==> config.mk <==
export PLATFORM = sky130hd
export DESIGN_NAME = pinmux_wkup_detect
export DESIGN_NICKNAME = d
export VERILOG_FILES = /design/src/rtl/pinmux_wkup_detect.sv
export SDC_FILE = /design/constraint.sdc
export NUM_CORES = 1
export LEC_CHECK = 0
export ABC_AREA = 1
export BUFFER_PORTS_ARGS = -buffer_cell sky130_fd_sc_hd__buf_2
export CORE_MARGIN = 2
export CORE_UTILIZATION = 42
export CTS_CLUSTER_DIAMETER = 100
export DETAILED_ROUTE_END_ITERATION = 6
export GPL_TIMING_DRIVEN = 0
export PLACE_DENSITY = 0.72
export SLEW_MARGIN = 20
export SYNTH_ARGS = -nofsm -noshare
export SYNTH_HDL_FRONTEND = slang
export SYNTH_SLANG_ARGS = --single-unit
export TNS_END_PERCENT = 50
==> constraint.sdc <==
create_clock -name clk_i -period 2.4 [get_ports clk_i]
set_input_delay 0.48 -clock clk_i [delete_from_list [all_inputs] [get_ports clk_i]]
set_output_delay 0.48 -clock clk_i [all_outputs]
set_load 0.02 [all_outputs]
==> src/rtl/pinmux_wkup_detect.sv <==
// rtl/pinmux_wkup_detect.sv - single-channel MIO pad wakeup detector (optional glitch filter: PINMUX_WKUP_FILTER_EN)
module pinmux_wkup_detect #(
  parameter int NPads    = 32,
  parameter int CntWidth = 8
) (
  input  logic                     clk_i,
  input  logic                     rst_i,
  input  logic [NPads-1:0]         mio_in_i,
  input  logic [$clog2(NPads)-1:0] pad_sel_i,
  input  logic                     en_i,
  input  logic [2:0]               mode_i,
  input  logic [CntWidth-1:0]      cnt_th_i,
  input  logic                     clr_i,
  output logic                     wkup_req_o,
  output logic                     filt_val_o
);

  typedef enum logic [2:0] {
    StIdle  = 3'b001,
    StArmed = 3'b010,
    StFired = 3'b100
  } state_e;

  state_e              state_q;
  logic                s1_q, s2_q, prev_q;
  logic [CntWidth-1:0] cnt_q, cnt_d;
  logic                pad_mux, val, rise, fall, timed, lvl, det;

  assign pad_mux = mio_in_i[pad_sel_i];

  // Two-flop synchronizer for the asynchronous pad plus the previous-value tracker for edges.
  always_ff @(posedge clk_i) begin
    if (rst_i) begin
      s1_q   <= 1'b0;
      s2_q   <= 1'b0;
      prev_q <= 1'b0;
    end else begin
      s1_q   <= pad_mux;
      s2_q   <= s1_q;
      prev_q <= val;
    end
  end

`ifdef PINMUX_WKUP_FILTER_EN
  logic       filt_q;
  logic [1:0] fcnt_q;

  // Glitch filter: adopt s2 only after it has disagreed with filt on 4 consecutive samples.
  always_ff @(posedge clk_i) begin
    if (rst_i) begin
      filt_q <= 1'b0;
      fcnt_q <= 2'd0;
    end else if (s2_q == filt_q) begin
      fcnt_q <= 2'd0;
    end else if (fcnt_q == 2'd3) begin
      filt_q <= s2_q;
      fcnt_q <= 2'd0;
    end else begin
      fcnt_q <= fcnt_q + 2'd1;
    end
  end

  assign val = filt_q;
`else
  assign val = s2_q;
`endif

  assign filt_val_o = val;

  assign rise  = val & ~prev_q;
  assign fall  = ~val & prev_q;
  assign timed = (mode_i == 3'd4) || (mode_i == 3'd5);
  assign lvl   = (mode_i == 3'd4) ? val : ~val;

  // Detection term for the selected mode; reserved modes never detect.
  always_comb begin
    det = 1'b0;
    case (mode_i)
      3'd1:       det = rise;
      3'd2:       det = fall;
      3'd3:       det = rise | fall;
      3'd4, 3'd5: det = lvl && (cnt_q == cnt_th_i);
      default:    det = 1'b0;
    endcase
  end

  // Timed-level run length: counts enabled ARMED cycles at the target level, saturating; zero otherwise.
  always_comb begin
    cnt_d = '0;
    if ((state_q == StArmed) && en_i && timed && lvl) begin
      cnt_d = (cnt_q == {CntWidth{1'b1}}) ? cnt_q : cnt_q + CntWidth'(1);
    end
  end

  // Detector FSM; a clear in ARMED suppresses a coincident detection.
  always_ff @(posedge clk_i) begin
    if (rst_i) begin
      state_q <= StIdle;
      cnt_q   <= '0;
    end else begin
      cnt_q <= cnt_d;
      case (state_q)
        StIdle: begin
          if (en_i) state_q <= StArmed;
        end
        StArmed: begin
          if (!en_i) state_q <= StIdle;
          else if (det && !clr_i) state_q <= StFired;
        end
        StFired: begin
          if (clr_i) state_q <= en_i ? StArmed : StIdle;
        end
        default: state_q <= StIdle;
      endcase
    end
  end

  assign wkup_req_o = state_q[2];

endmodule
Word level (Yosys, flattened, before mapping):

Cells that the tools add are included.

* flip-flop bits (word level): 14
* bits in latches: 0
* bits in writable memories: 0
* memory bits (read-only): 0
* bits of input ports: 52
* output and inout port bits: 2
* logic and storage cells: 46
* memories kept: 0

* add/subtract/negate cells: 1
* multipliers: 0
* divide/modulo/power cells: 0
* $lt $le $gt $ge: 1
* equality and inequality tests: 13
* shifts and indexed selects: 0
* mux-type cells: 10
* bitwise logic cells: 6
* reduce and logical (&&, ||, !) cells: 10

Operators with widths (count)
* $mux 3: 4
* $eq 3x2->1 const B: 3
* $eq 3x3->1 const B: 3
* $pmux 3 s3: 1
* $add 8x1->8 const B: 1
* $eq 8x8->1: 1
* $eq 8x8->1 const B: 1
* $eq 3x1->1 const B: 2
* $lt 5x6->1 const B: 1
* $bmux 1 s5: 1
* $logic_and 1x1->1: 5
* $ne 2x2->1 const B: 2
* $pmux 1 s4: 1
* $reduce_or 2->1: 2
* $ne 3x2->1 const B: 1
* $not 1->1: 3
* $reduce_and 3->1: 1
* $and 1x1->1: 2
* $mux 1: 2
* $mux 2: 1
* $logic_not 1->1: 1
* $logic_or 1x1->1: 1
* $or 1x1->1: 1

Logic depth before layout (Yosys ltp):

Gate-level depths: netlist of run 1.

* word-level depth: 8
* gate-level depth with buffers: 12
* depth with buffers taken out: 12

Least setup slack after synthesis of run 1:

Ideal clock, no wire load.

* path type: flip-flop to flip-flop
* start: register s2_q (netlist: filt_val_o)
* end: register state_q[1]
* library setup time: 0.117 ns
* arrival time: 1.278 ns
* required time: 2.283 ns
* path slack: 1.005 ns
* cell stages (with the launch flop): 9
* path buffers: 0
* period minus slack after synthesis: 1.395 ns
* cell sequence: dfxtp_1 > inv_1 > ha_1 > a21oi_1 > o21ai_1 > nand2_1 > nand2_2 > nand2_1 > a21oi_1

* word-level cells in the longest chain between the ends: 7
* elaborated cells between the ends (all ways): 10
* those cells by class: eq/ne: 1; mux: 2; bitwise: 4; reduce/logical: 3

RTL lines
* start: declaration: RTL line 25 `logic s1_q, s2_q, prev_q;`
* start signal: assignment: RTL line 39 `s2_q <= s1_q;`
* $not 1->1: RTL line 71, 73
* $and 1x1->1 or $mux 1 (tied branches): RTL line 71, 73
* $or 1x1->1 or $logic_and 1x1->1 (tied branches): RTL line 81, 82
* $pmux 1 s4 (*): RTL line 78 `case (mode_i)`
* $logic_and 1x1->1 (*): RTL line 108 `else if (det && !clr_i) state_q <= StFired;`
* $ne 3x2->1 (no line) (*)
* $reduce_and 3->1 (no line) (*)
* end signal: assignment: RTL line 107 `if (!en_i) state_q <= StIdle;`
* end signal: assignment: RTL line 108
* end signal: assignment: RTL line 111 `if (clr_i) state_q <= en_i ? StArmed : StIdle;`
* end: declaration: RTL line 24 `state_e state_q;`

Mark *: on every way between the ends. The rest lies on a longest branch, timed or not.
A chain may end at the register's enable or synchronous reset.

Worst setup path in the final report of run 1:

* start: register cnt_q[1]
* end: register cnt_q[5]

* word-level cells in the longest chain between the ends: 1
* elaborated cells between the ends (all ways): 2
* those cells by class: add/sub: 1; eq/ne: 1

RTL lines
* start: declaration: RTL line 26 `logic [CntWidth-1:0] cnt_q, cnt_d;`
* start signal: assignment: RTL line 101 `cnt_q <= cnt_d;`
* $add 8x1->8 or $eq 8x8->1 (tied branches): RTL line 91 `cnt_d = (cnt_q == {CntWidth{1'b1}}) ? cnt_q : cnt_q + CntWidth'(1);`

Parallel ways exist; a longest one is shown, timed or not.

==> run_results.csv, run 1 <==
group,metric,value,unit
global_route,grt_antenna_before_repair,0,
floorplan,die_w,58.3,µm
timing,fin_setup_tns,0,ns
clocking,clk_pin_slew_worst_paths,0.08,ns
cells_and_area,final_cell_mix,"66 x nand2_1, 52 x buf_2, 26 x nor2_1",
critical_path,cp.required,2.62,ns
power,irDropWorstVdd,0.000312,V
global_route,grt_usage,17.1,%
worst_hold_path,holdPathStages,2,
power,combPwrFrac,30.4,%
global_route,grt_pass1_wl,4600,µm
logic_synthesis,ys_seq_area_share,22.7,%
clocking,root_buffer,"clkbuf_4",
power,p_per_area,351,nW/µm²
timing,finalCritPeriodShare,58.4,%
global_route,grt_max_degree,11,
timing,slew-limit-headroom,83.6,%
critical_path,path_class,"reg2reg",
power,leakage,0.864,nW
critical_path,r2r_slack,1.0,ns
critical_path,cp_max_fo,6,
floorplan,num_rows,19,
logic_synthesis,yosys_warnings,0,
logic_synthesis,synth_nets,269,
cells_and_area,post-route-util,55.8,%
floorplan,fp.dieArea,3390,µm²
critical_path,start_kind,"flip-flop",
logic_synthesis,avgSynthCellArea,5.78,µm²
critical_path,cp-startpoint,"cnt_q[1]$_SDFFE_PP0P_",
critical_path,reg2reg_to,"cnt_q[5]$_SDFFE_PP0P_",
timing,worst_pin_slew,0.245,ns
drt,dr.pass1.iters,4,
drt,via_count,1383,
place,io_buffers,51,
floorplan,die_y,58.3,µm
logic_synthesis,synth_edf_count,0,
drt,viasPerCell,4.63,
floorplan,io_pins,54,
drt,postRouteAntennaNets,0,
run_status,status,"complete, no violations",
cells_and_area,fill_cells,311,
timing,setup_viol,0,
timing,rsz0062_at_grt,"false",
critical_path,r2r_cells,9,
power,clkPwrFrac,24.0,%
cells_and_area,drive_gt1_share,30.2,%
cells_and_area,areaGrowthSynthToFinish,25.6,%
logic_synthesis,synth_ff_type,"dfxtp_1",
place,place.gp.congestion,0.799,
power,switching_share,30.8,%
logic_synthesis,syn-cell-area,1240,µm²
worst_hold_path,hold_start,"rst_i",
cells_and_area,nets,325,
power,power_frac_seq,45.6,%
clocking,cts_resized,0,
floorplan,coreArea,2780,µm²
worst_hold_path,hold_path_class,"in2reg",
logic_synthesis,ys_types,32,
timing,slew_violations,0,
drt,drtIter0Drc,39,
clocking,postCtsHoldBufs,0,
place,place_hpwl,2310,µm
logic_synthesis,async_reset_ff_share,0,%
critical_path,critPathArrivalTime,1.62,ns
critical_path,r2r-start,"cnt_q[1]$_SDFFE_PP0P_",
drt,routed_wl,2680,µm
logic_synthesis,syn-instance-count,214,
clocking,clkLatencyLatePin,0.27,ns
clocking,cts_buffers,3,
global_route,grt_pass1_vias,1179,
drt,wire_per_inst,8.98,µm
timing,hold_viol,0,
timing,finClkSkew,0.00397,ns
clocking,htree_levels,1,
timing,fmax,0.713,GHz
run,drv_cap,0,
cells_and_area,final_common_cell,"nand2_1",
clocking,cts_num_sinks,14,
drt,drc,0,
power,p_switching,0.168,mW
power,cell_internal_pwr,0.377,mW
global_route,overflow,0,
timing,fin_crit,1.40,ns
critical_path,end_kind,"flip-flop",
worst_hold_path,whs_endpoint,"filt_val_o$_SDFF_PP0_",
floorplan,start_util,44.4,%
clocking,clockBufferDepth,2,
logic_synthesis,yosysTopAreaCell,"dfxtp_1",
logic_synthesis,synth_top_cells_by_area,"dfxtp_1 23%, nand2_1 20%, nand3_1 8.9%",
logic_synthesis,synth_seq_cells,14,
clocking,cts_setup_buffers,0,
clocking,cts_tree,"done",
logic_synthesis,synth_top_cell_area_share,22.7,%
cells_and_area,diodes,0,
kinds of logic after synthesis:
| family | after synthesis | synth area share, % |
|---|---|---|
| flops | 14 | 22.7 |
| compound gates | 27 | 12.7 |
| buf+inv | 37 | 13.1 |
| simple gates | 133 | 48.6 |
| fa+ha+maj | 3 | 3.04 |
final cells by class:
type	count	area, µm²	share of cell area [%]
multi-input combinational	163	795	51.2
timing repair buffer	51	255	16.4
clock buffer	3	22.5	1.45
buffer	4	35.0	2.26
tap	31	38.8	2.50
sequential	14	280	18.0
inverter	33	126	8.14
critical path: stages, from the launching register on:
cell and delay [ns]:
dfxtp_1 0.40, ha_1 0.21, nand2_2 0.09, nor2_4 0.14
nand2_4 0.08, nor2_8 0.13, nor2_2 0.06, nand2_1 0.07
o21ai_1 0.07, a21oi_2 0.10
layer usage:
metal	track usage, %	part of all wire [%]	vias to the layer above
met3	4.46	5.1	4
met5	0	0	-
li1	-	-	792
met2	29.2	46	33
met1	21.8	48	554
met4	3.32	1.1	0
flip-flops by register name, indices dropped and copies added, names as in the netlist:
name and count:
s1_q 1, state_q 3, cnt_q 8, filt_val_o 1
prev_q 1
synth_stat cells (2+ instances only):
| cell type | instances |
|---|---|
| ha_1 | 3 |
| inv_2 | 9 |
| nand2_2 | 4 |
| a21oi_1 | 8 |
| dfxtp_1 | 14 |
| o21ai_0 | 3 |
| nor2_2 | 2 |
| nand2_1 | 66 |
| nor3_1 | 5 |
| nand3_1 | 22 |
| buf_6 | 2 |
| nor2_1 | 26 |
| o21ai_1 | 8 |
| inv_1 | 23 |
| nor2_4 | 2 |
power groups by stage:
stage | clock network, mW | registers, mW | logic (mW)
3_3_place_gp | 0 | 0.254 | 0.166
6_report | 0.131 | 0.249 | 0.166
3_5_place_dp | 0 | 0.254 | 0.167
4_1_cts | 0.138 | 0.249 | 0.167
5_1_grt | 0.148 | 0.250 | 0.193
2_1_floorplan | 0 | 0.254 | 0.104
per-stage QoR:
step                      std cells  hold WS, ns  cell area, µm²  worst slack, ns  power (mW)
after CTS                       299        0.414            1550            0.984       0.554
after global routing            299        0.419            1550            0.858       0.591
after global placement          296        0.410            1530            0.854       0.420
after floorplan                 214        0.388            1240             1.01       0.358
after detailed placement        296        0.407            1530            0.847       0.421
final                           299        0.418            1550            0.998       0.545
worst max-delay path by stage:
stage | endpoint | depth (start not counted)
after floorplan | state_q[1]$_SDFFE_PP0P_ | 8
after global placement | cnt_q[5]$_SDFFE_PP0P_ | 8
after detailed placement | cnt_q[5]$_SDFFE_PP0P_ | 8
after CTS | cnt_q[5]$_SDFFE_PP0P_ | 9
after global routing | cnt_q[4]$_SDFFE_PP0P_ | 9
final | cnt_q[5]$_SDFFE_PP0P_ | 9
No activity file was read; power rests on OpenSTA's default activity.
==> run 2: changes to the inputs <==
ABC_AREA = 0   (was 1)
CORE_UTILIZATION = 40   (was 42)
PLACE_DENSITY = 0.75   (was 0.72)
clock period = 1.15 ns   (was 2.4 ns; I/O delays follow)
==> run_results.csv, run 2 <==
group,metric,value,unit
logic_synthesis,synth_common_cells,"14 x dfxtp_1, 13 x nor2_1",
clocking,clockBufferDepth,2,
power,power,1.12,mW
clocking,cts_buffers,3,
timing,hold_viol,0,
critical_path,path_class,"reg2reg",
drt,via_count,1103,
cells_and_area,finalInstanceArea,1500,µm²
power,p_per_area,747,nW/µm²
timing,setup_viol,11,
drt,drtIter0Drc,52,
logic_synthesis,ys_seq_area_share,26.4,%
logic_synthesis,yosys_warnings,0,
critical_path,cp_max_fo,6,
drt,dr.pass1.iters,5,
floorplan,coreArea,2500,µm²
logic_synthesis,ys_types,35,
logic_synthesis,synthSimpleGateAreaFrac,23.8,%
logic_synthesis,synth_edf_count,0,
timing,finalCritPeriodShare,135,%
logic_synthesis,async_reset_ff_share,0,%
cells_and_area,drive_gt1_share,50.9,%
global_route,grt_max_degree,10,
logic_synthesis,avgSynthCellArea,8.92,µm²
cells_and_area,areaGrowthSynthToFinish,41.2,%
clocking,cts_tree,"done",
global_route,grt_usage,18.2,%
logic_synthesis,synth_top_cells_by_area,"dfxtp_1 26%, mux4_2 15%, xor2_1 5.8%",
timing,worst_pin_slew,0.355,ns
logic_synthesis,synth_ff_type,"dfxtp_1",
worst_hold_path,hold_path_class,"in2reg",
clocking,root_buffer,"clkbuf_4",
clocking,htree_levels,1,
logic_synthesis,muxShareOfSynthArea,18.6,%
floorplan,num_rows,18,
cells_and_area,top_register,"cnt_q",
logic_synthesis,synth_nets,174,
drt,viasPerCell,5.38,
critical_path,start_kind,"flip-flop",
place,place.gp.congestion,0.759,
logic_synthesis,synth_top_family_by_area,"simple AND/OR/NAND/NOR gates",
critical_path,cp.required,1.33,ns
floorplan,start_util,42.4,%
logic_synthesis,synth_top_cell_area_share,26.4,%
drt,wire_per_inst,13.0,µm
timing,slew_violations,0,
run_status,status,"finished, violations left",
floorplan,io_pins,54,
place,place_hpwl,2130,µm
clocking,clkLatencyLatePin,0.28,ns
cells_and_area,final_cell_mix,"51 x buf_2, 13 x nor2_1, 7 x xor2_1, 7 x mux4_2",
global_route,overflow,0,
place,io_buffers,51,
run,drv_cap,0,
run_status,violations,"negative setup slack",
place,placed_area,1400,µm²
cells_and_area,multiInputGateArea,781,µm²
power,leakage,0.627,nW
cells_and_area,register_area,302,µm²
critical_path,critPathArrivalTime,1.73,ns
cells_and_area,largest_reg_flops,8,
floorplan,fp.dieArea,3080,µm²
logic_synthesis,synth_fa_ha_area_share,3.54,%
drt,routed_wl,2660,µm
timing,finClkSkew,0.00876,ns
cells_and_area,diodes,0,
critical_path,end_kind,"flip-flop",
global_route,grt_pass1_vias,1143,
logic_synthesis,yosysTopAreaCell,"dfxtp_1",
floorplan,die_y,55.5,µm
global_route,grt_pass1_wl,4620,µm
timing,fin_crit,1.55,ns
timing,setup_slack,-0.399,ns
cells_and_area,nets,231,
logic_synthesis,yosysMostFrequentCell,"dfxtp_1",
global_route,grt_antenna_before_repair,0,
cells_and_area,reg_top3,"cnt_q x8, state_q x3",
clocking,cts_num_sinks,14,
drt,postRouteAntennaNets,0,
place,place_ws,-0.556,ns
cells_and_area,final_common_cell,"buf_2",
timing,fin_setup_tns,-2.66,ns
clocking,clk_pin_slew_worst_paths,0.09,ns
timing,fmax,0.646,GHz
floorplan,die_w,55.5,µm
logic_synthesis,syn-cell-area,1060,µm²
power,irDropWorstVdd,0.000432,V
cells_and_area,fill_cells,216,
logic_synthesis,yosys.area_share.xor_xnor,10.7,%
timing,rsz0062_at_grt,"true",
drt,drc,0,
logic_synthesis,synth_seq_cells,14,
logic_synthesis,syn-instance-count,119,
logic_synthesis,synth_compound_area_share,11.0,%
timing,slew-limit-headroom,76.1,%
-- run 2: worst max-delay path, stage by stage, from the launching register on --
cell,delay [ns]
dfxtp_4,0.37
ha_4,0.13
and3_4,0.18
or3b_4,0.43
nand4_1,0.11
xor2_1,0.18
nor2_1,0.05
-- run 2: per-stage QoR --
stage	instances	hold slack, ns	utilization, %
3_3_place_gp	200	0.436	56.0
2_1_floorplan	119	0.292	-
6_report	205	0.154	59.9
3_5_place_dp	200	0.441	56.0
4_1_cts	205	0.142	59.2
5_1_grt	205	0.142	59.9
-- run 2: cell families (layout without fill, tap and decap cells) --
| group | Yosys count | in the layout |
|---|---|---|
| AOI/OAI and AO/OA | 18 | 18 |
| adders and majority gates | 3 | 3 |
| muxes | 11 | 11 |
| DFF | 14 | 14 |
| and+or+nand+nor | 47 | 47 |
| xor gates and xnor gates | 13 | 13 |
| buffers and inverters | 13 | 69 |
-- run 2: layer usage --
layer / wire length, µm / track usage [%] / up-vias
met4: 36 / 6.27 / 0
met2: 1440 / 35.7 / 45
met1: 1030 / 19.2 / 511
met5: 0 / 0 / -
met3: 162 / 3.04 / 6
li1: - / - / 541
-- run 2: final timing paths --
check        slack, ns                  start               endpoint  cells after the start
max reg2reg      -0.40  cnt_q[0]$_SDFFE_PP0P_  cnt_q[3]$_SDFFE_PP0P_                      6
max              -0.40  cnt_q[0]$_SDFFE_PP0P_  cnt_q[3]$_SDFFE_PP0P_                      6
min               0.15                  rst_i  filt_val_o$_SDFF_PP0_                      2
min reg2reg       0.45        s1_q$_SDFF_PP0_  filt_val_o$_SDFF_PP0_                      1
-- run 2: repair_timing --
action / in CTS / in global routing
setup buffers: 4 / 1
endpoints found under the setup margin: 12 / 13
pin swaps: 5 / 3
hold buffers: 0 / 0
resized for setup: 13 / 6
-- run 2: report_power, final --
| group | internal [mW] | total [mW] | switching (mW) |
|---|---|---|---|
| clock network | 0.193 | 0.350 | 0.158 |
| registers | 0.491 | 0.505 | 0.0146 |
| logic | 0.158 | 0.264 | 0.106 |
| total | 0.841 | 1.12 | 0.278 |
-- run 2: cell type report --
type | instances | area share, %
flip-flops and latches | 14 | 20.1
clock buffers | 4 | 2.42
plain buffers | 2 | 1.50
well taps | 30 | 2.51
multi-input cells | 92 | 52.1
inverters | 7 | 1.75
repair buffers | 56 | 19.5
==> run 3: changes to the inputs <==
CORE_UTILIZATION = 42   (was 40)
CTS_BUF_LIST = sky130_fd_sc_hd__clkbuf_8   (was default)
PLACE_DENSITY = 0.78   (was 0.75)
==> run_results.csv, run 3 (synthesis results as in run 2) <==
group,metric,value,unit
run_status,status,"finished, violations left",
timing,finalCritPeriodShare,131,%
critical_path,path_class,"reg2reg",
drt,dr.pass1.iters,5,
critical_path,end_kind,"flip-flop",
cells_and_area,nets,232,
cells_and_area,final_common_cell,"buf_2",
drt,routed_wl,2550,µm
clocking,cts_num_sinks,14,
timing,slew-limit-headroom,82.3,%
drt,via_count,1090,
cells_and_area,reg_top3,"cnt_q x8, state_q x3",
cells_and_area,areaGrowthSynthToFinish,46.8,%
floorplan,num_rows,18,
critical_path,critPathArrivalTime,1.64,ns
power,switching_share,23.7,%
cells_and_area,drive_gt1_share,54.0,%
drt,viasPerCell,5.29,
drt,drc,0,
worst_hold_path,holdPathStages,2,
drt,drtIter0Drc,15,
floorplan,io_pins,54,
place,place_ws,-0.538,ns
clocking,clkLatencyLatePin,0.24,ns
cells_and_area,diodes,0,
drt,wire_per_inst,12.4,µm
run,drv_cap,0,
global_route,overflow,0,
timing,fmax,0.665,GHz
floorplan,die_y,54.3,µm
timing,fin_crit,1.50,ns
power,irDropWorstVdd,0.000481,V
cells_and_area,final_cell_mix,"51 x buf_2, 11 x nor2_1, 7 x xor2_1, 7 x mux4_2",
cells_and_area,largest_reg_flops,8,
power,power_frac_seq,40.3,%
cells_and_area,top_register,"cnt_q",
floorplan,die_w,54.3,µm
timing,slew_violations,0,
floorplan,coreArea,2430,µm²
critical_path,start_kind,"flip-flop",
clocking,clk_pin_slew_worst_paths,0.06,ns
clocking,cts_buffers,3,
global_route,grt_antenna_before_repair,0,
timing,hold_ws,0.177,ns
drt,postRouteAntennaNets,0,
clocking,postCtsHoldBufs,0,
power,leakage,0.649,nW
power,clkPwrFrac,37.9,%
timing,hold_viol,0,
timing,rsz0062_at_grt,"true",
power,p_switching,0.299,mW
timing,finClkSkew,0.00206,ns
critical_path,cp_max_fo,6,
floorplan,fp.dieArea,2940,µm²
global_route,grt_pass1_vias,1038,
place,io_buffers,51,
clocking,htree_levels,1,
critical_path,cp.required,1.29,ns
global_route,grt_usage,18.6,%
timing,setup_viol,10,
global_route,grt_pass1_wl,3920,µm
run_status,violations,"negative setup slack",
power,cell_internal_pwr,0.962,mW
floorplan,start_util,43.6,%
worst_hold_path,hold_path_class,"in2reg",
place,place_hpwl,2080,µm
clocking,cts_tree,"done",
timing,worst_pin_slew,0.263,ns
timing,setup_slack,-0.354,ns
critical_path,r2r_cells,6,
clocking,root_buffer,"clkbuf_8",
clocking,clockBufferDepth,2,
power,p_per_area,810,nW/µm²
place,place.gp.congestion,0.776,
power,combPwrFrac,21.7,%
global_route,grt_max_degree,10,
## run 3: final timing paths
check | from | to | slack (ns)
worst max register to register | cnt_q[0]$_SDFFE_PP0P_ | cnt_q[3]$_SDFFE_PP0P_ | -0.35
worst min register to register | s1_q$_SDFF_PP0_ | filt_val_o$_SDFF_PP0_ | 0.44
worst max-delay path | cnt_q[0]$_SDFFE_PP0P_ | cnt_q[3]$_SDFFE_PP0P_ | -0.35
worst min-delay path | rst_i | prev_q$_SDFF_PP0_ | 0.18
## run 3: metal layers
layer / global-route usage, % / vias to the layer above / wire length [µm]
met1: 19.2 / 484 / 999
met5: 0 / - / 0
li1: - / 546 / -
met3: 3.28 / 4 / 210
met4: 7.50 / 0 / 37
met2: 36.3 / 56 / 1300
## run 3: metrics by stage
stage	power [mW]	instance area [µm²]	std cells	util [%]	setup TNS [ns]
after floorplan	0.654	1110	119	-	-3.72
after global placement	0.760	1400	200	57.5	-4.33
after detailed placement	0.774	1400	200	57.5	-4.73
after CTS	1.26	1490	204	61.1	-2.61
after global routing	1.33	1560	206	64.0	-3.27
final	1.26	1560	206	64.0	-2.52
## run 3: worst max-delay path, stage by stage, from the launching register on
cell and delay [ns]:
dfxtp_4 0.36, ha_4 0.13, and3_4 0.18, or3b_4 0.43, nand4_1 0.10, xor2_1 0.15
nor2_1 0.05
## run 3: repair_timing
item,in CTS,in global routing
setup buffers,4,2
gates resized for setup,11,14
endpoints found under the hold margin,0,0
setup endpoints to repair,12,11
pin swaps,5,7
## run 3: final cells by class
class | instances | area, µm²
multi-input cells | 92 | 807
clock buffers | 4 | 55.1
well taps | 30 | 37.5
repair buffers | 57 | 300
flip-flops and latches | 14 | 299
inverters | 7 | 28.8
fillers | 207 | 875
plain buffers | 2 | 30.0
## run 3: power groups by stage
stage	logic, mW	clock network, mW	registers [mW]
2_1_floorplan	0.137	0	0.517
3_3_place_gp	0.245	0	0.515
3_5_place_dp	0.258	0	0.516
4_1_cts	0.264	0.490	0.506
5_1_grt	0.304	0.515	0.511
6_report	0.274	0.478	0.509
